`config.mk`:
```
export PLATFORM = sky130hd
export DESIGN_NAME = mask_encoder
export DESIGN_NICKNAME = d
export VERILOG_FILES = /design/src/rtl/mask_pkg.sv /design/src/rtl/mask_encoder_lfsr_step.sv /design/src/rtl/mask_encoder.sv
export SDC_FILE = /design/constraint.sdc
export NUM_CORES = 1
export LEC_CHECK = 0
export CAP_MARGIN = 25
export CORE_MARGIN = 2
export CORE_UTILIZATION = 25
export CTS_BUF_LIST = sky130_fd_sc_hd__clkbuf_2
export DETAILED_ROUTE_END_ITERATION = 12
export DONT_BUFFER_PORTS = 1
export PLACE_DENSITY_LB_ADDON = 0.25
export SYNTH_ARGS = -nofsm -noshare
export SYNTH_HDL_FRONTEND = slang
export SYNTH_HIERARCHICAL = 1
export SYNTH_SLANG_ARGS = --single-unit
export TNS_END_PERCENT = 30
```
`constraint.sdc`:
```
create_clock -name clk -period 2.2 [get_ports clk]
set_clock_uncertainty 0.1 [all_clocks]
set_input_delay 0.44 -clock clk [delete_from_list [all_inputs] [get_ports clk]]
set_output_delay 0.44 -clock clk [all_outputs]
set_load 0.02 [all_outputs]
```
`src/rtl/mask_pkg.sv`:
```
// mask_pkg
// Shared constants and helpers for the first-order masking front end.
//   LFSR_W         width of the Fibonacci LFSR
//   LFSR_TAPS      tap mask for x^32 + x^22 + x^2 + x + 1 (bits 31, 21, 1, 0)
//   ZERO_SEED_SUB  value loaded instead of an all-zero seed
//   state_t        encoder control states
//   share0_idx / share1_idx  bit positions of the two shares of operand bit i
//   lfsr_feedback  feedback bit of one single-bit Fibonacci step
package mask_pkg;

  localparam int LFSR_W = 32;
  localparam logic [LFSR_W-1:0] LFSR_TAPS = 32'h8020_0003;
  localparam logic [LFSR_W-1:0] ZERO_SEED_SUB = 32'h0000_0001;

  typedef enum logic [1:0] {
    UNSEEDED = 2'd0,
    WARMUP   = 2'd1,
    READY    = 2'd2
  } state_t;

  // share0 carries the masked value, share1 the raw mask
  function automatic int share0_idx(input int i);
    return 2 * i;
  endfunction

  function automatic int share1_idx(input int i);
    return 2 * i + 1;
  endfunction

  function automatic logic lfsr_feedback(input logic [LFSR_W-1:0] s);
    return ^(s & LFSR_TAPS);
  endfunction

endpackage

```
`src/rtl/mask_encoder_lfsr_step.sv`:
```
// lfsr_step
// Purely combinational K-bit parallel advance of the 32-bit Fibonacci LFSR.
// The register shifts toward the MSB, so after K single steps the K LSBs of
// the new state are exactly the K freshly generated bits.
//   state_in   current LFSR state
//   state_out  state after K steps
//   rnd        K fresh random bits (LSBs of state_out)
module lfsr_step
  import mask_pkg::*;
#(
  parameter int K = 3
) (
  input  logic [LFSR_W-1:0] state_in,
  output logic [LFSR_W-1:0] state_out,
  output logic [K-1:0]      rnd
);

  logic [LFSR_W-1:0] s;

  // Unrolled chain of single-bit steps; each iteration feeds the next
  always_comb begin
    s = state_in;
    for (int i = 0; i < K; i++) begin
      s = {s[LFSR_W-2:0], lfsr_feedback(s)};
    end
  end

  assign state_out = s;
  assign rnd       = s[K-1:0];

endmodule

```
`src/rtl/mask_encoder.sv`:
```
// mask_encoder
// First-order Boolean masking front end for DOM AND gadgets. Splits each
// accepted (x, y) pair into two shares with fresh LFSR randomness and adds one
// independent refresh bit per gadget. Owns the PRNG, its seeding and warm-up.
//   clk, rst       rising-edge clock, asynchronous active-high reset
//   seed_load/seed one-cycle pulse that loads the LFSR and restarts warm-up
//   in_valid/in_ready/x/y         unmasked operand handshake
//   out_valid/out_ready           shared operand handshake
//   a_sh, b_sh     shares of x and y (bit 2i = share0, bit 2i+1 = share1)
//   refresh        one fresh random bit per gadget
//   busy           high while unseeded or warming up
module mask_encoder
  import mask_pkg::*;
#(
  parameter int DATA_W     = 1,
  parameter int WARMUP_CYC = 16
) (
  input  logic                clk,
  input  logic                rst,
  input  logic                seed_load,
  input  logic [31:0]         seed,
  input  logic                in_valid,
  output logic                in_ready,
  input  logic [DATA_W-1:0]   x,
  input  logic [DATA_W-1:0]   y,
  output logic                out_valid,
  input  logic                out_ready,
  output logic [2*DATA_W-1:0] a_sh,
  output logic [2*DATA_W-1:0] b_sh,
  output logic [DATA_W-1:0]   refresh,
  output logic                busy
);

  localparam int K = 3 * DATA_W;
  localparam int CNT_W = (WARMUP_CYC > 1) ? $clog2(WARMUP_CYC) : 1;
  localparam logic [CNT_W-1:0] CNT_LAST = CNT_W'(WARMUP_CYC - 1);

  state_t            state_q;
  logic [LFSR_W-1:0] lfsr_q;
  logic [LFSR_W-1:0] lfsr_nxt;
  logic [K-1:0]      rnd;
  logic [CNT_W-1:0]  warm_cnt_q;
  logic [LFSR_W-1:0] seed_val;
  logic              accept;

  logic [DATA_W-1:0]   m_a;
  logic [DATA_W-1:0]   m_b;
  logic [DATA_W-1:0]   m_r;
  logic [2*DATA_W-1:0] a_nxt;
  logic [2*DATA_W-1:0] b_nxt;

  lfsr_step #(.K(K)) u_lfsr_step (
    .state_in  (lfsr_q),
    .state_out (lfsr_nxt),
    .rnd       (rnd)
  );

  assign in_ready = (state_q == READY) && (!out_valid || out_ready);
  assign busy     = (state_q != READY);

  // A seed load always wins over a simultaneous transfer
  assign accept   = in_valid && in_ready && !seed_load;

  // An all-zero LFSR would lock up, so a zero seed is substituted
  assign seed_val = (seed == '0) ? ZERO_SEED_SUB : seed;

  // Share construction: the only point where x meets its mask is one XOR,
  // and share1 is the raw mask bit itself
  always_comb begin
    m_a   = rnd[DATA_W-1:0];
    m_b   = rnd[2*DATA_W-1:DATA_W];
    m_r   = rnd[3*DATA_W-1:2*DATA_W];
    a_nxt = '0;
    b_nxt = '0;
    for (int i = 0; i < DATA_W; i++) begin
      a_nxt[share0_idx(i)] = x[i] ^ m_a[i];
      a_nxt[share1_idx(i)] = m_a[i];
      b_nxt[share0_idx(i)] = y[i] ^ m_b[i];
      b_nxt[share1_idx(i)] = m_b[i];
    end
  end

  // Control FSM, warm-up counter, LFSR and output register. The LFSR free-runs
  // during warm-up and afterwards advances only when a pair is accepted, so
  // every accepted pair consumes exactly one fresh step.
  always_ff @(posedge clk or posedge rst) begin
    if (rst) begin
      state_q    <= UNSEEDED;
      lfsr_q     <= ZERO_SEED_SUB;
      warm_cnt_q <= '0;
      out_valid  <= 1'b0;
      a_sh       <= '0;
      b_sh       <= '0;
      refresh    <= '0;
    end else if (seed_load) begin
      state_q    <= WARMUP;
      lfsr_q     <= seed_val;
      warm_cnt_q <= '0;
      out_valid  <= 1'b0;
    end else begin
      case (state_q)
        UNSEEDED: begin
          state_q <= UNSEEDED;
        end
        WARMUP: begin
          lfsr_q <= lfsr_nxt;
          if (warm_cnt_q == CNT_LAST) begin
            state_q <= READY;
          end else begin
            warm_cnt_q <= warm_cnt_q + 1'b1;
          end
        end
        READY: begin
          if (accept) begin
            lfsr_q    <= lfsr_nxt;
            a_sh      <= a_nxt;
            b_sh      <= b_nxt;
            refresh   <= m_r;
            out_valid <= 1'b1;
          end else if (out_ready) begin
            out_valid <= 1'b0;
          end
        end
        default: begin
          state_q <= UNSEEDED;
        end
      endcase
    end
  end

endmodule

```
# Word level (Yosys, flattened, before mapping)
# Cells that the tools add are included.
[word_totals]
reg_bits = 44
output_inout_bits = 8
[classes]
addsub = 1
eq_ne = 8
n_mux = 14
n_bitwise = 3
reduce_logical = 19
[ops]
columns = ["op", "n"]
rows = [
  ["$mux 32", 3],
  ["$reduce_xor 32->1", 3],
  ["$pmux 32 s2", 1],
  ["$logic_not 32->1", 1],
  ["$mux 4", 3],
  ["$reduce_and 2->1", 4],
  ["$ne 2x2->1 const B", 3],
  ["$ne 3x3->1 const B", 2],
  ["$reduce_bool 3->1", 2],
  ["$add 4x1->4 const B", 1],
  ["$eq 4x4->1 const B", 1],
  ["$mux 1", 4],
  ["$mux 2", 2],
  ["$pmux 2 s2", 1],
  ["$reduce_bool 2->1", 2],
  ["$logic_and 1x1->1", 3],
  ["$reduce_and 3->1", 1],
  ["$eq 2x1->1 const B", 1],
  ["$eq 2x2->1 const B", 1],
  ["$logic_not 1->1", 2],
  ["$xor 1x1->1", 2],
  ["$logic_or 1x1->1", 1],
  ["$not 1->1", 1],
]

# Longest topological paths before layout
[logic_depth]
depth_word = 8
depth_mapped = 6
mapped_depth_nobuf = 5

# Cells and area by module
# Netlist, hierarchy kept.
[modules_own_cells]
columns = ["mod", "n_inst", "cells_each", "area_per_inst_um2"]
rows = [
  ["mask_encoder", 1, 202, 2103.3],
  ["lfsr_step", 1, 38, 320.3],
]

# Worst setup path before layout
# No wires, ideal clock.
[synth_timing]
path_kind = "reg-to-reg"
start = "reg lfsr_q[0]"
end = "reg lfsr_q[0]"
setup_ns = 0.078
t_arrival_ns = 1.667
t_required_ns = 2.022
path_slack_ns = 0.356
stages_incl_launch_ff = 6
n_path_buf = 1
period_less_slack_ns = 1.844
path_cell_list = "dfstp_2 > xnor3_1 > xnor2_1 > buf_4 > a221o_1 > and2_1"
[synth_via]
elab_chain_len = 6
[synth_rtl]
columns = ["element", "line", "source"]
rows = [
  ["start: declaration", "mask_encoder.sv:39", "logic [LFSR_W-1:0] lfsr_q;"],
  ["start signal: assignment", "mask_encoder.sv:97", "lfsr_q <= seed_val;"],
  ["start signal: assignment", "mask_encoder.sv:106", "lfsr_q <= lfsr_nxt;"],
  ["start signal: assignment", "mask_encoder.sv:115", "lfsr_q <= lfsr_nxt;"],
  ["$reduce_xor 32->1 (2 in series)", "mask_pkg.sv:31", "return ^(s & LFSR_TAPS);"],
  ["$reduce_xor 32->1 *", "mask_pkg.sv:31", ""],
  ["via a_nxt[1]", "mask_encoder.sv:49", "logic [2*DATA_W-1:0] a_nxt;"],
  ["$mux 32", "mask_encoder.sv:114", "if (accept) begin"],
  ["$pmux 32 s2 *", "mask_encoder.sv:101", "case (state_q)"],
  ["$mux 32 *", "mask_encoder.sv:95", "end else if (seed_load) begin"],
]
# The timed path passes the listed nets; every way through them passes the cells marked *. The select of a mux whose other input is x is not followed.
# A chain may end at the register's enable or synchronous reset.

# Final worst setup path
[layout_timing]
start = "reg out_valid"
end = "out in_ready"
[layout_via]
elab_chain_len = 3
[layout_rtl]
columns = ["element", "line", "source"]
rows = [
  ["start: declaration", "mask_encoder.sv:26", "output logic out_valid,"],
  ["start signal: assignment", "mask_encoder.sv:91", "out_valid <= 1'b0;"],
  ["start signal: assignment", "mask_encoder.sv:99", "out_valid <= 1'b0;"],
  ["start signal: assignment", "mask_encoder.sv:119", "out_valid <= 1'b1;"],
  ["$logic_not 1->1", "mask_encoder.sv:58", "assign in_ready = (state_q == READY) && (!out_valid || out_ready);"],
  ["$logic_or 1x1->1", "mask_encoder.sv:58", ""],
  ["$logic_and 1x1->1", "mask_encoder.sv:58", ""],
  ["end: declaration", "mask_encoder.sv:23", "output logic in_ready,"],
]
# No other way between the ends.

==> reports/metrics.csv <==
stage,metric,value,unit
outcome,status,"finished, final reports clean",
routing,wire_per_inst,15.0,µm
finish,design_area,2440,µm²
timing,max-slew-margin-rel,0.633,
cts,cts-root-buf,clkbuf_2,
cts,clk_pin_slew_worst_paths,0.27,ns
cts,cts_buffers,5,
worst_hold_path,whs_path_depth,2,
setup_path,path_depth,2,
yosys,synthCells,240,
timing,fin_crit,1.96,ns
die,die_h,102,µm
die,rows,35,
worst_hold_path,hp-class,in2reg,
power,cellPowerDensity,752,nW/µm²
global_route,grt_pass1_vias,1539,
die,core,9330,µm²
yosys,synth-warning-count,6,
die,start_util,0.260,
placed_design,pre_cts_ws,0.325,ns
setup_path,cp-end-kind,primary output,
timing,period_share,0.889,
timing,fin_hold_ws,0.0676,ns
yosys,synth-seq-cells,44,
global_route,grt_max_degree,63,
cts,clock_latency,0.43,ns
die,boundaryPins,47,
setup_path,critPathBufInv,0,
routing,viasPerCell,4.38,
setup_path,start_kind,flip-flop,
setup_path,worstPathMaxFanout,4,
die,die_w,102,µm
yosys,syn_avg_cell_area,10.1,µm²
timing,grt_setup_unrepaired,no,
power,p_total,1.83,mW
worst_hold_path,hold_path.startpoint,seed[12],
cts,cts_tree,built,
power,switching_share,0.280,
routing,drc,0,
timing,tightest_slew,0.549,ns
timing,finalMaxSlewViolations,0,
finish,final_cells,338,
finish,final_layout_size_suffix_gt1_frac,0.0957,
finish,n_antenna_cell,0,
yosys,ys_seq_area_frac,0.455,
setup_path,required,1.66,ns
setup_path,reg2regPathDepth,4,
yosys,synth_area_leaders,"dfrtp_1, mux2i_1, buf_4",
power,irDropWorstVdd,0.000218,V
power,pwr-share-comb,0.194,
power,clkPwrFrac,0.265,
power,p_seq_frac,0.541,
cts,clockBufferDepth,2,
yosys,synth_top_area_share,0.444,
routing,ant_nets,0,
cts,clock_sinks,44,
global_route,antenna_found_initial,0,
routing,drtIter0Drc,41,
routing,routed_wl,5070,µm
global_route,grt_pass1_wl,8000,µm
timing,fin_ws,0.244,ns
cts,h-tree-depth,2,
cts,postCtsSetupBuffers,0,
placed_design,dp_hpwl,3630,µm
setup_path,rrSetupSlack,0.36,ns
routing,vias,1479,
routing,first_pass_iters,4,
placed_design,place_area,2330,µm²
worst_hold_path,hold_path_end,lfsr_q[12],
placed_design,place.gp.congestion,0.737,
setup_path,arrival,1.42,ns
yosys,syn_area,2420,µm²
yosys,synth_cell_types,28,
finish,area.growth.synth_to_final,0.620,%
power,leakage,0.998,nW
power,p_sw,0.513,mW
setup_path,cp_slowest_stage_delay,0.52,ns
die,design.die.area,10500,µm²
yosys,synth_top_cell_by_area,dfrtp_1,
timing,hold_violations,0,
global_route,grtUsageTotal,0.102,
finish,fin_util,0.261,
placed_design,portBuffers,0,
timing,timing.setup.tns,0,ns
setup_path,reg2reg_from,lfsr_q[0],
flow_run,drv_cap,0,
setup_path,crit_slowest_cell,dfrtp_1,
setup_path,timing.rr.end,a_sh[0],
finish,nets,248,
yosys,synth_nets,280,
power,internal_power,1.32,mW
setup_path,crit_family,flip-flops,
global_route,gr-total-overflow,0,
setup_path,path_class,reg2out,
timing,setup_violations,0,
setup_path,worstPathCellList,nand2b_1 -> and2_1,
placed_design,dp.cells,327,
timing,fmax,511,MHz
## state kept, by name, indices dropped and copies added, names as in the netlist
register and cells:
lfsr_q 32, warm_cnt_q 4, a_sh 2, b_sh 2
state_q 2, out_valid 1, refresh 1
## cells in the mapped netlist, drive strengths merged
library cell   n
o21ai         32
dfstp          1
xor2           6
and2           2
a221o          1
nand2b         2
xnor2          3
a311oi         1
a21oi          2
and3           1
mux2i         31
nand3          5
mux2           5
inv            2
ha             1
a22oi          1
a31o           1
dfrtp         43
nor2           5
nand4          3
nor2b          3
buf           39
clkbuf         6
nand2         34
nor4           8
xnor3          2
## timing repair
item | 4_1_cts | 5_1_grt
endpoints found under the hold margin | 49 | 0
gates resized for setup | 0 | 1
hold buffers | 3 | 0
endpoints found under the setup margin | 0 | 1
## placed cells by master (no fill, tap or decap), drive strengths merged, types with 3 or more instances in the layout
master | netlist | routed
mux2i | 31 | 31
mux2 | 5 | 5
o21ai | 32 | 32
dlygate4sd3 | 0 | 3
nand2 | 34 | 34
nand4 | 3 | 3
nor2 | 5 | 5
nor4 | 8 | 8
nand3 | 5 | 5
dfrtp | 43 | 43
xnor2 | 3 | 3
buf | 39 | 3
clkbuf | 6 | 5
nor2b | 3 | 3
xor2 | 6 | 6
## cell families after synthesis
kind of cell / synth area share
adder cells (fa/ha/maj): 0.00516
AND/OR/NAND/NOR: 0.120
multiplexers: 0.151
flip-flops: 0.455
buffers and inverters: 0.126
XOR/XNOR: 0.0511
AO/OA/AOI/OAI: 0.0919
## layer usage
layer / vias up / part of all wire / routed length [µm] / track usage
li1: 728 / - / - / -
met1: 711 / 0.48 / 2430 / 0.137
met2: 34 / 0.44 / 2210 / 0.154
met3: 6 / 0.070 / 355 / 0.0356
met4: 0 / 0.014 / 70 / 0.0338
met5: - / 0 / 0 / 0
## power by group through the flow
stage	sequential [mW]	clock (mW)	combinational, mW
after floorplan	0.986	0	0.487
after global placement	1.00	0	0.356
after global routing	1.00	0.535	0.401
after CTS	0.992	0.511	0.367
after detailed placement	1.01	0	0.361
final	0.992	0.486	0.355
## cell type report
cell class | count | area, µm²
Fill cell | 997 | 6890
Sequential cell | 44 | 1100
Multi-Input combinational cell | 149 | 1020
Tap cell | 129 | 161
Timing Repair Buffer | 6 | 77.6
Clock inverter | 3 | 46.3
Clock buffer | 5 | 25.0
Inverter | 2 | 7.51
## how the worst max path moves through the flow
stage                endpoint       start
detailed placement    refresh  state_q[0]
CTS                  in_ready  state_q[0]
global placement      a_sh[0]  state_q[0]
floorplan           lfsr_q[0]   lfsr_q[0]
global route         in_ready  state_q[0]
finish               in_ready   out_valid
## worst reg2reg max path, cell delays in order, from the launching register on
cell and delay, ns:
dfstp_2 0.62, xnor3_1 0.40, xnor2_1 0.28, xor2_1 0.11, mux2_2 0.26
Note: power is estimated with default switching activity, not from simulation.
